### src/rtl/uart_rx_pkt_ctrl.sv
// Purpose: drains the RX FIFO, parses SYNC/LEN/payload/XOR-checksum frames, streams payload downstream.
// Latency: a byte is consumed one clock after RDo (peak 1 byte / 2 clocks); payload shows on PKT_DATAo next cycle.
// Backpressure: PKT_READYi low holds the output byte, stalls FIFO reads in payload and freezes the timeout.
// Ports: FIFO read side (EMPTYi, RDo, DATAi), baud config (CFG_BAUDi, CFG_WEi, BAUD_RATEo, BAUD_RATE_WEo),
//        packet stream (PKT_DATAo/VALIDo/READYi/LASTo/DONEo/ERRo), BUSYo.
// Optional: define UART_PKT_STATS_EN to add STAT_PKTSo / STAT_ERRSo saturating frame counters.
module uart_rx_pkt_ctrl #(
    parameter int         DATA_WIDTH     = 8,
    parameter logic [7:0] SYNC_BYTE      = 8'hA5,
    parameter int         MAX_LEN        = 64,
    parameter int         TIMEOUT_CYCLES = 100000
) (
    input  logic                  CLKip,
    input  logic                  RSTi,
    input  logic                  EMPTYi,
    output logic                  RDo,
    input  logic [DATA_WIDTH-1:0] DATAi,
    input  logic [31:0]           CFG_BAUDi,
    input  logic                  CFG_WEi,
    output logic [31:0]           BAUD_RATEo,
    output logic                  BAUD_RATE_WEo,
    output logic [DATA_WIDTH-1:0] PKT_DATAo,
    output logic                  PKT_VALIDo,
    input  logic                  PKT_READYi,
    output logic                  PKT_LASTo,
    output logic                  PKT_DONEo,
    output logic [1:0]            PKT_ERRo,
    output logic                  BUSYo
`ifdef UART_PKT_STATS_EN
    ,
    output logic [15:0]           STAT_PKTSo,
    output logic [15:0]           STAT_ERRSo
`endif
);

    localparam int CNT_W = $clog2(MAX_LEN + 1);
    localparam int TMO_W = $clog2(TIMEOUT_CYCLES + 1);
    localparam logic [DATA_WIDTH-1:0] MAX_LEN_B = DATA_WIDTH'(MAX_LEN);
    localparam logic [TMO_W-1:0]      TMO_LAST  = TMO_W'(TIMEOUT_CYCLES - 1);
    localparam logic [31:0]           BAUD_RST  = 32'd115200;
    localparam logic [1:0] ERR_OK = 2'b00, ERR_CSUM = 2'b01, ERR_TMO = 2'b10, ERR_LEN = 2'b11;

    typedef enum logic [2:0] {HUNT, LEN, PAYLOAD, CSUM, DONE} state_t;

    state_t                state_q, state_d;
    logic                  rd_pend_q, rd_pend_d;
    logic [CNT_W-1:0]      cnt_q, cnt_d;
    logic [DATA_WIDTH-1:0] csum_q, csum_d;
    logic [DATA_WIDTH-1:0] data_q, data_d;
    logic                  vld_q, vld_d;
    logic                  last_q, last_d;
    logic [1:0]            err_q, err_d;
    logic [TMO_W-1:0]      tmo_q, tmo_d;
    logic [31:0]           baud_q, baud_d;
    logic                  baud_we_q, baud_we_d;
    logic                  req_vld_q, req_vld_d;
    logic [31:0]           req_val_q, req_val_d;

    logic out_free;
    logic apply;
    logic accept;
    logic rd;
    logic timing;
    logic frozen;
    logic tmo_hit;

    always_ff @(posedge CLKip) begin
        if (!RSTi) begin
            state_q   <= HUNT;
            rd_pend_q <= 1'b0;
            cnt_q     <= '0;
            csum_q    <= '0;
            data_q    <= '0;
            vld_q     <= 1'b0;
            last_q    <= 1'b0;
            err_q     <= ERR_OK;
            tmo_q     <= '0;
            baud_q    <= BAUD_RST;
            baud_we_q <= 1'b0;
            req_vld_q <= 1'b0;
            req_val_q <= '0;
        end else begin
            state_q   <= state_d;
            rd_pend_q <= rd_pend_d;
            cnt_q     <= cnt_d;
            csum_q    <= csum_d;
            data_q    <= data_d;
            vld_q     <= vld_d;
            last_q    <= last_d;
            err_q     <= err_d;
            tmo_q     <= tmo_d;
            baud_q    <= baud_d;
            baud_we_q <= baud_we_d;
            req_vld_q <= req_vld_d;
            req_val_q <= req_val_d;
        end
    end

    always_comb begin
        state_d   = state_q;
        cnt_d     = cnt_q;
        csum_d    = csum_q;
        data_d    = data_q;
        vld_d     = vld_q;
        last_d    = last_q;
        err_d     = err_q;
        tmo_d     = tmo_q;
        baud_d    = baud_q;
        baud_we_d = 1'b0;
        req_vld_d = req_vld_q;
        req_val_d = req_val_q;

        out_free = !vld_q || PKT_READYi;
        // Baud changes only land between frames, and never while a byte is in flight.
        apply    = req_vld_q && (state_q == HUNT) && !rd_pend_q;

        case (state_q)
            HUNT:    accept = !apply;
            LEN:     accept = 1'b1;
            PAYLOAD: accept = out_free;
            CSUM:    accept = 1'b1;  // compared at once even if the last byte is still held
            default: accept = 1'b0;
        endcase
        rd        = RSTi && !EMPTYi && !rd_pend_q && accept;
        rd_pend_d = rd;

        timing = (state_q == LEN) || (state_q == PAYLOAD) || (state_q == CSUM);
        frozen = vld_q && !PKT_READYi;
        // A timeout is suppressed while a read is being issued so its byte is never stranded in DONE.
        tmo_hit = timing && !rd_pend_q && !frozen && !rd && (tmo_q == TMO_LAST);

        if (!timing || rd_pend_q) begin
            tmo_d = '0;
        end else if (!frozen && (tmo_q != TMO_LAST)) begin
            tmo_d = tmo_q + 1'b1;
        end

        if (vld_q && PKT_READYi) begin
            vld_d  = 1'b0;
            last_d = 1'b0;
        end

        case (state_q)
            HUNT: begin
                if (rd_pend_q && (DATAi == SYNC_BYTE)) state_d = LEN;
            end
            LEN: begin
                if (rd_pend_q) begin
                    if ((DATAi == '0) || (DATAi > MAX_LEN_B)) begin
                        err_d   = ERR_LEN;
                        state_d = DONE;
                    end else begin
                        cnt_d   = CNT_W'(DATAi);
                        csum_d  = DATAi;
                        state_d = PAYLOAD;
                    end
                end else if (tmo_hit) begin
                    err_d   = ERR_TMO;
                    state_d = DONE;
                end
            end
            PAYLOAD: begin
                if (rd_pend_q) begin
                    data_d = DATAi;
                    vld_d  = 1'b1;
                    last_d = (cnt_q == CNT_W'(1));
                    csum_d = csum_q ^ DATAi;
                    cnt_d  = cnt_q - 1'b1;
                    if (cnt_q == CNT_W'(1)) state_d = CSUM;
                end else if (tmo_hit) begin
                    err_d   = ERR_TMO;
                    state_d = DONE;
                end
            end
            CSUM: begin
                if (rd_pend_q) begin
                    err_d   = (DATAi == csum_q) ? ERR_OK : ERR_CSUM;
                    state_d = DONE;
                end else if (tmo_hit) begin
                    err_d   = ERR_TMO;
                    state_d = DONE;
                end
            end
            DONE: begin
                // The end-of-frame pulse waits until the final payload byte has left.
                if (!vld_q) state_d = HUNT;
            end
            default: state_d = HUNT;
        endcase

        if (apply) begin
            req_vld_d = 1'b0;
            if (req_val_q != '0) begin
                baud_d    = req_val_q;
                baud_we_d = 1'b1;
            end
        end
        // A new request in the apply cycle overrides the clear and stays pending.
        if (CFG_WEi) begin
            req_vld_d = 1'b1;
            req_val_d = CFG_BAUDi;
        end
    end

    assign RDo           = rd;
    assign PKT_DATAo     = data_q;
    assign PKT_VALIDo    = vld_q;
    assign PKT_LASTo     = last_q;
    assign PKT_DONEo     = (state_q == DONE) && !vld_q;
    assign PKT_ERRo      = err_q;
    assign BAUD_RATEo    = baud_q;
    assign BAUD_RATE_WEo = baud_we_q;
    assign BUSYo         = (state_q != HUNT) || rd_pend_q;

`ifdef UART_PKT_STATS_EN
    always_ff @(posedge CLKip) begin
        if (!RSTi) begin
            STAT_PKTSo <= '0;
            STAT_ERRSo <= '0;
        end else if (PKT_DONEo) begin
            if (PKT_ERRo == ERR_OK) begin
                if (STAT_PKTSo != 16'hFFFF) STAT_PKTSo <= STAT_PKTSo + 16'd1;
            end else begin
                if (STAT_ERRSo != 16'hFFFF) STAT_ERRSo <= STAT_ERRSo + 16'd1;
            end
        end
    end
`endif

endmodule
### config.mk
export PLATFORM = sky130hd
export DESIGN_NAME = uart_rx_pkt_ctrl
export DESIGN_NICKNAME = d
export VERILOG_FILES = /design/src/rtl/uart_rx_pkt_ctrl.sv
export SDC_FILE = /design/constraint.sdc
export NUM_CORES = 1
export LEC_CHECK = 0
export ABC_CLOCK_PERIOD_IN_PS = 4870
export CAP_MARGIN = 25
export CORE_MARGIN = 5
export CORE_UTILIZATION = 56
export DETAILED_ROUTE_END_ITERATION = 10
export HOLD_SLACK_MARGIN = 0.02
export PLACE_DENSITY = 0.85
export SYNTH_ARGS = -nofsm -noshare
export SYNTH_HDL_FRONTEND = slang
export SYNTH_SLANG_ARGS = --single-unit
### constraint.sdc
create_clock -name CLKip -period 4.87 [get_ports CLKip]
set_clock_uncertainty 0.2 [all_clocks]
set_input_delay 0.7305 -clock CLKip [delete_from_list [all_inputs] [get_ports CLKip]]
set_output_delay 0.7305 -clock CLKip [all_outputs]
set_load 0.03 [all_outputs]
==> flow_summary_export.csv <==
group,metric,value,unit
final_layout,fin_util,75.3,%
setup_path,start_kind,"input port",
drt,drt_iter0_drc,378,
final_layout,synthToLayoutAreaGrowth,30.0,%
drt,dr.pass1.iters,6,
clock_tree,cts_tree,"yes",
synthesis,synth_edf_count,0,
synthesis,ys_async_sr_fraction,0,%
floorplan,num_io_pins,93,
final_layout,drive_gt1_share,7.82,%
synthesis,netlist_area,5100,µm²
synthesis,synth_ff_type,"dfxtp_1",
clock_tree,clk_latency,510,ps
timing,setup_tns,0,ps
timing,slew_violations,0,
clock_tree,clk_path_buf_depth,2,
clock_tree,cts_hold_buf,0,
synthesis,synth_area_leaders,"dfxtp_1 (45%), mux2i_1 (13%), nor2_1 (7.0%)",
grt,grt_pass1_wl,22700,µm
hold_path,hp-class,"reg -> reg",
drt,routedWlPerCell,17.7,µm
timing,period_share,74.2,%
drt,route.detailed.drc,0,
placement,dp_slack,1300,ps
synthesis,synthAdderAreaFrac,0.736,%
synthesis,synthTopCellsByCount,"dfxtp_1 (114), nor2_1 (95), mux2i_1 (64)",
setup_path,cp.required,3940,ps
synthesis,muxShareOfSynthArea,12.8,%
timing,finalHoldViolCount,0,
grt,grt_pass1_vias,4662,
timing,fin_ws,1260,ps
pwr,p_total,2.53,mW
clock_tree,cts_setup_buffers,0,
timing,slew_headroom,29.7,%
synthesis,synth.distinct_cells,63,
run_status,outcome,"finished, final reports clean",
setup_path,reg2reg_from,"req_val_q[18]",
synthesis,synth_area_per_cell,8.81,µm²
final_layout,antenna_cells,0,
synthesis,synth_compound_area_share,8.44,%
pwr,ir_worst_vdd,0.000353,V
drt,vias,4620,
clock_tree,cts_num_sinks,114,
synthesis,synth-xor-area-share,3.78,%
timing,finalSetupViolations,0,
setup_path,critPathSlowestCell,"clkdlybuf4s50_1",
synthesis,synth_warnings,0,
synthesis,synth-simple-area-share,24.8,%
pwr,power.density,382,nW/µm²
timing,hold_ws,256,ps
run,cap_violations,0,
timing,rsz0062_at_grt,"no",
clock_tree,cts_root_buf,"clkbuf_8",
grt,grt_max_degree,50,
placement,io_buffer_count,92,
synthesis,synth_top_area_share,44.7,%
synthesis,postSynthCellCount,579,
hold_path,hp-start,"PKT_DATAo[1]",
setup_path,worstSetupEndpointType,"output port",
clock_tree,ctsHtreeMaxLevel,4,
pwr,p_leak,2.64,nW
setup_path,cp_common_cell,"clkdlybuf4s50_1",
synthesis,ys_ff_latch,114,
clock_tree,clk_pin_slew,50,ps
final_layout,fin_cells,773,
placement,placed_area,5990,µm²
timing,fmax,0.277,GHz
setup_path,path_max_fanout,3,
placement,dp_hpwl,8690,µm
drt,postRouteWirelength,13700,µm
floorplan,rows,34,
placement,dp_cells,742,
floorplan,die_y,105,µm
setup_path,slowest_delay,730,ps
synthesis,yosysMostFrequentCell,"dfxtp_1",
floorplan,die_w,105,µm
final_layout,final_area,6630,µm²
clock_tree,numCtsBuffers,17,
setup_path,cp_top_family,"buffers and inverters",
synthesis,synth-seq-area-share,44.7,%
setup_path,crit_path_start,"RSTi",
synthesis,yosys.area.top_type,"dfxtp_1",
final_layout,final_nets,701,
synthesis,synth_top_family_by_area,"simple AND/OR/NAND/NOR gates",
setup_path,path_cells,"clkdlybuf4s50_1 > or4b_4 > a221oi_2 > clkdlybuf4s50_1",
timing,worst_slew_pin_slew,1050,ps
grt,overflow,0,
grt,grt_usage,24.8,%
setup_path,path_buf_inv,2,
floorplan,die-area,11100,µm²
placement,gp_congestion,0.862,
clock_tree,cts_resized,0,
timing,period_needed,3610,ps
floorplan,core,8810,µm²
drt,routed_via_density,5.98,
floorplan,initial_utilization,57.9,%
drt,ant_nets,0,
setup_path,critical_path_class,"in -> out",
grt,antenna_found_initial,0,
synthesis,synth_nets,627,
setup_path,cp.arrival,2680,ps
[layout make-up]
| cell class | instances | area (µm²) |
|---|---|---|
| Multi-Input combinational cell | 416 | 2590 |
| Sequential cell | 114 | 2280 |
| Clock inverter | 12 | 204 |
| Timing Repair Buffer | 97 | 953 |
| Fill cell | 596 | 2170 |
| Clock buffer | 19 | 442 |
| Tap cell | 108 | 135 |
| Inverter | 7 | 26.3 |
[state kept, by name, indices dropped and copies added (netlist names)]
signal and cells:
req_val_q 32, rd_pend_q 1, PKT_VALIDo 1, BAUD_RATE_WEo 1, PKT_DATAo 8, PKT_ERRo 2, BAUD_RATEo 32, cnt_q 7
tmo_q 17, PKT_LASTo 1, state_q 3, csum_q 8, req_vld_q 1
[per-layer routing]
| metal | part of all wire (%) | GRT usage, % |
|---|---|---|
| met5 | 0 | 0 |
| met4 | 3.0 | 9.47 |
| met3 | 6.3 | 5.87 |
| met2 | 50 | 42.9 |
| met1 | 40 | 29.9 |
[logic make-up (layout without fill, tap and decap cells)]
kind of cell | after synthesis | in the layout
multiplexers | 65 | 65
XOR/XNOR | 22 | 22
AO/OA/AOI/OAI | 69 | 69
buffers and inverters | 49 | 135
flip-flops | 114 | 114
AND/OR/NAND/NOR | 257 | 257
adder cells (fa/ha/maj) | 3 | 3
[power by group]
group | total [mW] | internal (mW) | switching (mW) | leakage (nW)
clock network | 1.36 | 0.911 | 0.448 | 0.319
logic | 0.194 | 0.0941 | 0.100 | 1.39
registers | 0.982 | 0.960 | 0.0219 | 0.927
[placed cells by master (no fill, tap or decap), types with 4 or more instances in the layout]
master	netlist	final
a21oi_1	34	34
and3_1	4	4
buf_4	4	5
bufinv_16	0	5
clkbuf_16	0	16
clkdlybuf4s50_1	0	91
dfxtp_1	114	114
inv_1	6	6
mux2i_1	64	64
nand2_1	61	61
nand3_1	18	18
nand4_1	14	14
nor2_1	95	95
nor3_1	17	17
nor3b_1	4	4
nor4_1	11	11
o21ai_0	6	6
o22ai_1	10	10
or3_1	6	6
xnor2_1	11	11
xor2_1	11	11
[worst paths after layout]
path | to | slack, ps | depth (start not counted)
min | PKT_DATAo[1] | 260 | 2
min reg2reg | PKT_DATAo[1] | 260 | 2
max reg2reg | BAUD_RATEo[23] | 1960 | 6
max | RDo | 1260 | 4
[worst register-to-register path, delay by kind of cell (launching register included)]
family          cells  cell delay, ps
compound gates      1             900
buf+inv             1             390
flops               1             340
mux                 1             260
simple gates        3             700
(Power assumes the default switching activity.)
